`config.mk`:
```
export PLATFORM = sky130hd
export DESIGN_NAME = rr_arbiter_4_flat
export DESIGN_NICKNAME = d
export VERILOG_FILES = /design/src/rtl/rr_arbiter_4_if.sv /design/src/rtl/rr_arbiter_4.sv /design/src/flat_wrapper.sv
export SDC_FILE = /design/constraint.sdc
export NUM_CORES = 1
export LEC_CHECK = 0
export CORE_MARGIN = 2
export CORE_UTILIZATION = 35
export CTS_BUF_LIST = sky130_fd_sc_hd__clkbuf_4 sky130_fd_sc_hd__clkbuf_8
export DETAILED_ROUTE_END_ITERATION = 16
export HOLD_SLACK_MARGIN = 0.02
export PLACE_DENSITY = 0.54
export SYNTH_ARGS = -nofsm -noshare
export SYNTH_HDL_FRONTEND = slang
export SYNTH_SLANG_ARGS = --single-unit
```
`constraint.sdc`:
```
create_clock -name clk -period 3.4 [get_ports clk]
set_input_delay 0.51 -clock clk [delete_from_list [all_inputs] [get_ports clk]]
set_output_delay 0.51 -clock clk [all_outputs]
set_load 0.03 [all_outputs]
```
`src/rtl/rr_arbiter_4_if.sv`:
```
// ============================================================================
// Module      : rr_arbiter_4_if
// Description : Request/grant bundle between requesters and rr_arbiter_4.
// Revision    : 1.0 - initial release
// ============================================================================
`default_nettype none

interface rr_arbiter_4_if;
    logic [3:0] req;
    logic       done;
    logic [1:0] sel;
    logic [3:0] grant;
    logic       valid;

    modport master (
        output req,
        output done,
        input  sel,
        input  grant,
        input  valid
    );

    modport slave (
        input  req,
        input  done,
        output sel,
        output grant,
        output valid
    );
endinterface

`default_nettype wire

```
`src/rtl/rr_arbiter_4.sv`:
```
// ============================================================================
// Module      : rr_arbiter_4
// Description : 4-channel round-robin arbiter with registered one-hot grant,
//               binary mux select and optional hold timeout
//               (macro RR_ARBITER_4_TIMEOUT_EN).
// Revision    : 1.0 - initial release
// ============================================================================
`default_nettype none

module rr_arbiter_4 #(
    parameter int MAX_HOLD = 15
) (
    input  wire logic     clk,
    input  wire logic     rst_n,
    rr_arbiter_4_if.slave bus
);

    typedef enum logic [0:0] {
        S_IDLE  = 1'b0,
        S_GRANT = 1'b1
    } state_t;

    generate
        if (MAX_HOLD < 1 || MAX_HOLD > 16) begin : g_bad_max_hold
            $error("rr_arbiter_4: MAX_HOLD must be in 1..16");
        end
    endgenerate

    // First requesting channel when searching upward from p, wrapping mod 4.
    function automatic logic [1:0] f_pick(input logic [3:0] req, input logic [1:0] p);
        logic [1:0] pick;
        logic [1:0] idx;
        pick = p;
        for (int i = 3; i >= 0; i--) begin
            idx = p + 2'(i);
            if (req[idx]) pick = idx;
        end
        return pick;
    endfunction

    function automatic logic [3:0] f_onehot(input logic [1:0] idx);
        return 4'b0001 << idx;
    endfunction

    state_t     r_state;
    logic [1:0] r_ptr;
    logic [1:0] r_sel;
    logic [3:0] r_grant;
    logic       r_valid;

    logic [1:0] w_pick_idle;
    logic [1:0] w_next_ptr;
    logic [1:0] w_pick_next;
    logic       w_any_req;
    logic       w_timeout;
    logic       w_release;

`ifdef RR_ARBITER_4_TIMEOUT_EN
    localparam logic [3:0] c_HOLD_LAST = 4'(MAX_HOLD - 1);
    logic [3:0] r_hold;
    assign w_timeout = (r_hold == c_HOLD_LAST);
`else
    assign w_timeout = 1'b0;
`endif

    assign w_any_req   = |bus.req;
    assign w_pick_idle = f_pick(bus.req, r_ptr);
    assign w_next_ptr  = r_sel + 2'd1;
    assign w_pick_next = f_pick(bus.req, w_next_ptr);
    assign w_release   = bus.done | ~bus.req[r_sel] | w_timeout;

    // Release and re-arbitration happen on the same edge so back-to-back
    // requesters see no idle bubble.
    always_ff @(posedge clk or negedge rst_n) begin
        if (!rst_n) begin
            r_state <= S_IDLE;
            r_ptr   <= 2'd0;
            r_sel   <= 2'd0;
            r_grant <= 4'd0;
            r_valid <= 1'b0;
`ifdef RR_ARBITER_4_TIMEOUT_EN
            r_hold  <= 4'd0;
`endif
        end else begin
            case (r_state)
                S_IDLE: begin
                    if (w_any_req) begin
                        r_state <= S_GRANT;
                        r_sel   <= w_pick_idle;
                        r_grant <= f_onehot(w_pick_idle);
                        r_valid <= 1'b1;
`ifdef RR_ARBITER_4_TIMEOUT_EN
                        r_hold  <= 4'd0;
`endif
                    end
                end
                S_GRANT: begin
                    if (w_release) begin
                        r_ptr <= w_next_ptr;
                        if (w_any_req) begin
                            r_sel   <= w_pick_next;
                            r_grant <= f_onehot(w_pick_next);
`ifdef RR_ARBITER_4_TIMEOUT_EN
                            r_hold  <= 4'd0;
`endif
                        end else begin
                            r_state <= S_IDLE;
                            r_grant <= 4'd0;
                            r_valid <= 1'b0;
                        end
                    end
`ifdef RR_ARBITER_4_TIMEOUT_EN
                    else begin
                        r_hold <= r_hold + 4'd1;
                    end
`endif
                end
                default: begin
                    r_state <= S_IDLE;
                    r_grant <= 4'd0;
                    r_valid <= 1'b0;
                end
            endcase
        end
    end

    assign bus.sel   = r_sel;
    assign bus.grant = r_grant;
    assign bus.valid = r_valid;

endmodule

`default_nettype wire
```
`src/flat_wrapper.sv`:
```
// flat-port wrapper written by rule: the top's interface ports become plain ports
module rr_arbiter_4_flat 
#(
    parameter int MAX_HOLD = 15
)
  (clk, rst_n, bus_req, bus_done, bus_sel, bus_grant, bus_valid);
  rr_arbiter_4_if bus_i ();
  input  wire logic clk;
  input  wire logic rst_n;
  input wire logic [$bits(bus_i.req)-1:0] bus_req;
  input wire logic [$bits(bus_i.done)-1:0] bus_done;
  output wire logic [$bits(bus_i.sel)-1:0] bus_sel;
  output wire logic [$bits(bus_i.grant)-1:0] bus_grant;
  output wire logic [$bits(bus_i.valid)-1:0] bus_valid;
  assign bus_i.req = bus_req;
  assign bus_i.done = bus_done;
  assign bus_sel = bus_i.sel;
  assign bus_grant = bus_i.grant;
  assign bus_valid = bus_i.valid;
  rr_arbiter_4 #(.MAX_HOLD(MAX_HOLD)) u_core (.clk(clk), .rst_n(rst_n), .bus(bus_i));
endmodule
```
==> results of run 1 <==
-- cells by family (layout without fill, tap and decap cells) --
kind of cell,after synthesis,after routing,share of synthesized area
and+or+nand+nor,25,25,0.195
AOI/OAI and AO/OA,29,29,0.276
muxes,3,3,0.0793
xor gates and xnor gates,1,1,0.0116
buffers and inverters,12,22,0.0942
DFF,10,10,0.331
adders and majority gates,1,1,0.0132
-- cell usage in the layout, fill, tap and decap left out, types with 3 or more instances in the layout --
master	instances
a21oi_1	4
nor2_1	3
o21bai_1	3
dfrtp_1	10
clkdlybuf4s50_1	13
o22ai_1	3
o21ai_0	4
clkbuf_4	3
inv_1	6
nand2b_1	5
nand2_1	6
-- through the flow --
step / total power (µW) / utilization / cells
after floorplan: 504 / - / 81
after global placement: 631 / 0.436 / 115
after detailed placement: 633 / 0.436 / 115
after CTS: 717 / 0.447 / 118
after global routing: 766 / 0.447 / 118
final: 712 / 0.447 / 118
-- per-layer routing --
metal / part of all wire / track usage / vias up
li1: - / - / 320
met1: 0.45 / 0.174 / 320
met2: 0.50 / 0.243 / 14
met3: 0.028 / 0.0149 / 2
met4: 0.015 / 0.0721 / 0
met5: 0 / 0 / -
-- flip-flops by register name (all words and copies together) (netlist names) --
register,count
u_core.bus.valid,1
u_core.r_ptr,2
u_core.r_state,1
u_core.bus.grant,4
u_core.bus.sel,2
-- worst paths after layout --
check / to / slack [ps] / cells past startpoint
min: u_core.bus.grant[1] / 480 / 2
min in group asynchronous: u_core.bus.grant[3] / 570 / 1
max in group asynchronous: u_core.bus.grant[1] / 2500 / 1
max reg2reg: u_core.bus.grant[0] / 1480 / 5
max: u_core.bus.grant[0] / 1130 / 5
min reg2reg: u_core.bus.grant[1] / 480 / 2
-- layout make-up --
class                           instances  area share
Clock buffer                            3      0.0252
Inverter                                6      0.0252
Multi-Input combinational cell         59       0.487
Sequential cell                        10       0.280
Tap cell                               27      0.0378
Timing Repair Buffer                   13       0.145
-- where the power goes --
group          switching (µW)  leakage (µW)  internal, µW
Combinational             212      0.000235           191
Sequential               59.4      0.000119           167
Clock                    42.0     0.0000138          41.0
Total                     314      0.000367           398
-- critical path, stage by stage --
cell	delay, ps
clkdlybuf4s50_1	590
or4_4	650
mux2i_4	280
nor4b_1	100
a211o_1	290
==> results.toml, run 1 <==
[clocking]
clk_pin_slew_ps = 70
cts-root-buf = "clkbuf_4"
postCtsHoldBufs = 0
cts_tree = "done"
cts_buffers = 3
htree_levels = 1
clkLatencyLatePin_ps = 270
clock_sink_count = 10
post_cts_buffers = 0
cts_resized = 0
cts_max_path_buffers = 2

[cells_and_area]
area_growth_pct = 18.2
fillers = 205
layout.nets = 100
ff_latch_area_um2 = 250
multi_input_area_um2 = 435
fin_area_um2 = 895
layout-drive-gt1-share = 0.121
num_antenna_cells = 0

[synthesis]
synth_area_um2 = 757
ys_seq_elements = 10
yosysMostFrequentCell = "dfrtp_1"
syn_nets = 88
yosysTopAreaCellShare = 0.331
synth_common_cells = "dfrtp_1 (10), inv_1 (6), nand2_1 (6), nand2b_1 (5)"
synth_edf_count = 0
synth_area_leaders = "dfrtp_1 (33%), buf_6 (4.5%), nand2b_1 (4.1%)"
synth_cells = 81
synthArstFlopShare = 1.00
synth_cell_types = 38
avgSynthCellArea_um2 = 9.35
yosysWarnings = 0
synth_top_area_cell = "dfrtp_1"
synth_top_flop_cell = "dfrtp_1"
synth_seq_area_share = 0.331

[pwr]
p_leak_uw = 0.000367
vdd_ir_drop_max_v = 0.000282
powerDensity_nw_per_um2 = 796

[timing]
clock_skew_ps = 3.60
period_share = 0.668
finalCriticalPeriod_ps = 2270
maxSlewViolCount = 0
tightest_slew_ps = 653
relSlewSlack = 0.562
tns_ps = 0
rsz0062_at_grt = "no"
fmax_mhz = 440
hold_ws_ps = 480
setup_ws_ps = 1130
hold_viol_final = 0
setup_viol = 0

[route]
dr.pass1.iters = 4
via_count = 656
drt_wl_total_um = 1630
antenna_left = 0
drt-wirelength-per-cell_um = 13.8
drc = 0
via_per_inst = 5.56
first_iter_violations = 17

[floorplan]
num_rows = 16
ios = 14
die_area_um2 = 2550
die_x_um = 50.5
core_area_um2 = 2000
start_util = 0.378
die_h_um = 50.5

[critical_path]
arrival_ps = 2430
crit_fanout = 12
worstSetupPathType = "input pin to flop"
end_kind = "flop"
crit_path_start_kind = "input pin"
crit_path_start = "bus_req[0]"
required_ps = 3560
timing.rr.start = "u_core.bus.sel[1]"

[place]
gp_congestion = 0.747
pre_cts_ws_ps = 850
dpl.hpwl_um = 1210
portBuffers = 13
placed_area_um2 = 872

[global_route]
grt_pass1_vias = 614
gr-total-overflow = 0
grt_pass1_wl_um = 2770
antenna_found_initial = 0
grt_max_degree = 13
grt_usage = 0.141

[worst_hold_path]
min_from = "u_core.bus.grant[1]"
min_path_type = "flop to flop"

[run_status]
status = "finished, final reports clean"

[run]
maxCapViolations = 0
(Power assumes the default switching activity.)
==> run 2, diff against run 1 <==
- clock period: 3.4 -> 2.3 ns (I/O delays scaled with it)
==> run 2 against run 1 <==
Combinational power up 60%. Sequential power up 49%. Core utilization rose by 3.7 points. Largest cell class unchanged. Cell area is 8.3% higher. Critical path depth grew 1. Hold slack got worse by 94 ps. First-iteration DRC count decreased by 5.9%.
==> results.toml, run 2 (synthesis gave the netlist of run 1 again) <==
[clocking]
cts_resized = 0
post_cts_buffers = 0
cts_tree = "done"
cts_buffers = 3
cts_max_path_buffers = 2
htree_levels = 1
clkLatencyLatePin_ps = 270
postCtsHoldBufs = 0
cts-root-buf = "clkbuf_4"
clock_sink_count = 10
clk_pin_slew_ps = 70

[timing]
period_share = 0.876
maxSlewViolCount = 0
finalCriticalPeriod_ps = 2010
tns_ps = 0
setup_viol = 0
rsz0062_at_grt = "no"
relSlewSlack = 0.697
fmax_mhz = 497
hold_ws_ps = 387
hold_viol_final = 0
tightest_slew_ps = 453
clock_skew_ps = 2.29

[floorplan]
die_h_um = 50.5
num_rows = 16
die_x_um = 50.5
die_area_um2 = 2550
ios = 14
start_util = 0.378
core_area_um2 = 2000

[cells_and_area]
area_growth_pct = 27.9
layout.nets = 108
final_common_cell = "clkdlybuf4s50_1"
layout-drive-gt1-share = 0.200
num_antenna_cells = 0
final_cells = 127
fillers = 198
largest_reg_flops = 4
final_util = 0.484
ff_latch_area_um2 = 250
multi_input_area_um2 = 435
layout_common_cells = "clkdlybuf4s50_1 (13), dfrtp_1 (10), buf_4 (8)"

[pwr]
powerDensity_nw_per_um2 = 1180
pwr-share-seq = 0.294
p_switching_uw = 479
p_leak_uw = 0.000413
total_power_uw = 1140
vdd_ir_drop_max_v = 0.000454
p_clk_frac = 0.141
p_comb_frac = 0.565
internal-power_uw = 663
p_sw_frac = 0.419

[place]
gp_congestion = 0.773
portBuffers = 13
dpl.hpwl_um = 1310
dp.cells = 123

[global_route]
gr-total-overflow = 0
grt_pass1_wl_um = 3030
antenna_found_initial = 0
grt_pass1_vias = 693
grt_max_degree = 11
grt_usage = 0.157

[worst_hold_path]
min_path_type = "input pin to async pin"

[route]
highest_layer = "met4"
via_per_inst = 5.45
drt_wl_total_um = 1720
dr.pass1.iters = 4
drt-wirelength-per-cell_um = 13.5
wl_met2_um = 814
first_iter_violations = 16
via_count = 692
antenna_left = 0
drc = 0
wl_met1_um = 769
routed-wl-met3_um = 88

[critical_path]
required_ps = 2460
crit_path_start_kind = "input pin"
end_kind = "flop"
worstSetupPathType = "input pin to flop"
crit_fanout = 10
ff2ff_path_depth = 5
arrival_ps = 2170

[run]
maxCapViolations = 0

[run_status]
status = "finished, final reports clean"
-- run 2: changes by cell type in the layout (fill, tap and decap cells not counted) --
cell and change:
clkbuf_8 +1, buf_4 +8
-- run 2: stage by stage --
stage / setup WS, ps / area, µm²
finish: 286 / 968
global route: 178 / 968
CTS: 293 / 968
detailed placement: 16.6 / 932
global placement: 26.7 / 932
floorplan: 348 / 757
-- run 2: path summary, 6_finish.rpt --
kind	start	to	slack [ps]
max	bus_req[3]	u_core.bus.grant[0]	290
min	rst_n	u_core.bus.sel[1]	390
max reg2reg	u_core.bus.sel[1]	u_core.bus.grant[0]	380
min reg2reg	u_core.bus.grant[2]	u_core.bus.grant[2]	470
max in group asynchronous	rst_n	u_core.r_state	1600
min in group clk	u_core.bus.grant[2]	u_core.bus.grant[2]	470
-- run 2: area by class of cell --
cell class              instances  area share
well taps                      27      0.0349
clock buffers                   4      0.0375
inverters                       6      0.0233
repair buffers                 21       0.196
flip-flops and latches         10       0.258
multi-input cells              59       0.450
-- run 2: routing by layer --
| metal | vias to the layer above | global-route usage |
|---|---|---|
| met5 | - | 0 |
| met4 | 0 | 0.0856 |
| met3 | 5 | 0.0268 |
| met2 | 24 | 0.261 |
| met1 | 323 | 0.193 |
| li1 | 340 | - |
-- run 2: critical path, stage by stage --
cell and delay (ps):
clkdlybuf4s50_1 550, mux4_1 590, nand2b_2 140, mux2i_4 110, and2_2 210, a211o_1 220
-- run 2: power by group through the flow --
stage | clock, µW | sequential [µW] | combinational (µW)
after CTS | 163 | 334 | 653
final | 161 | 336 | 646
after floorplan | 0 | 403 | 342
after detailed placement | 0 | 337 | 649
after global placement | 0 | 335 | 643
after global routing | 175 | 346 | 707
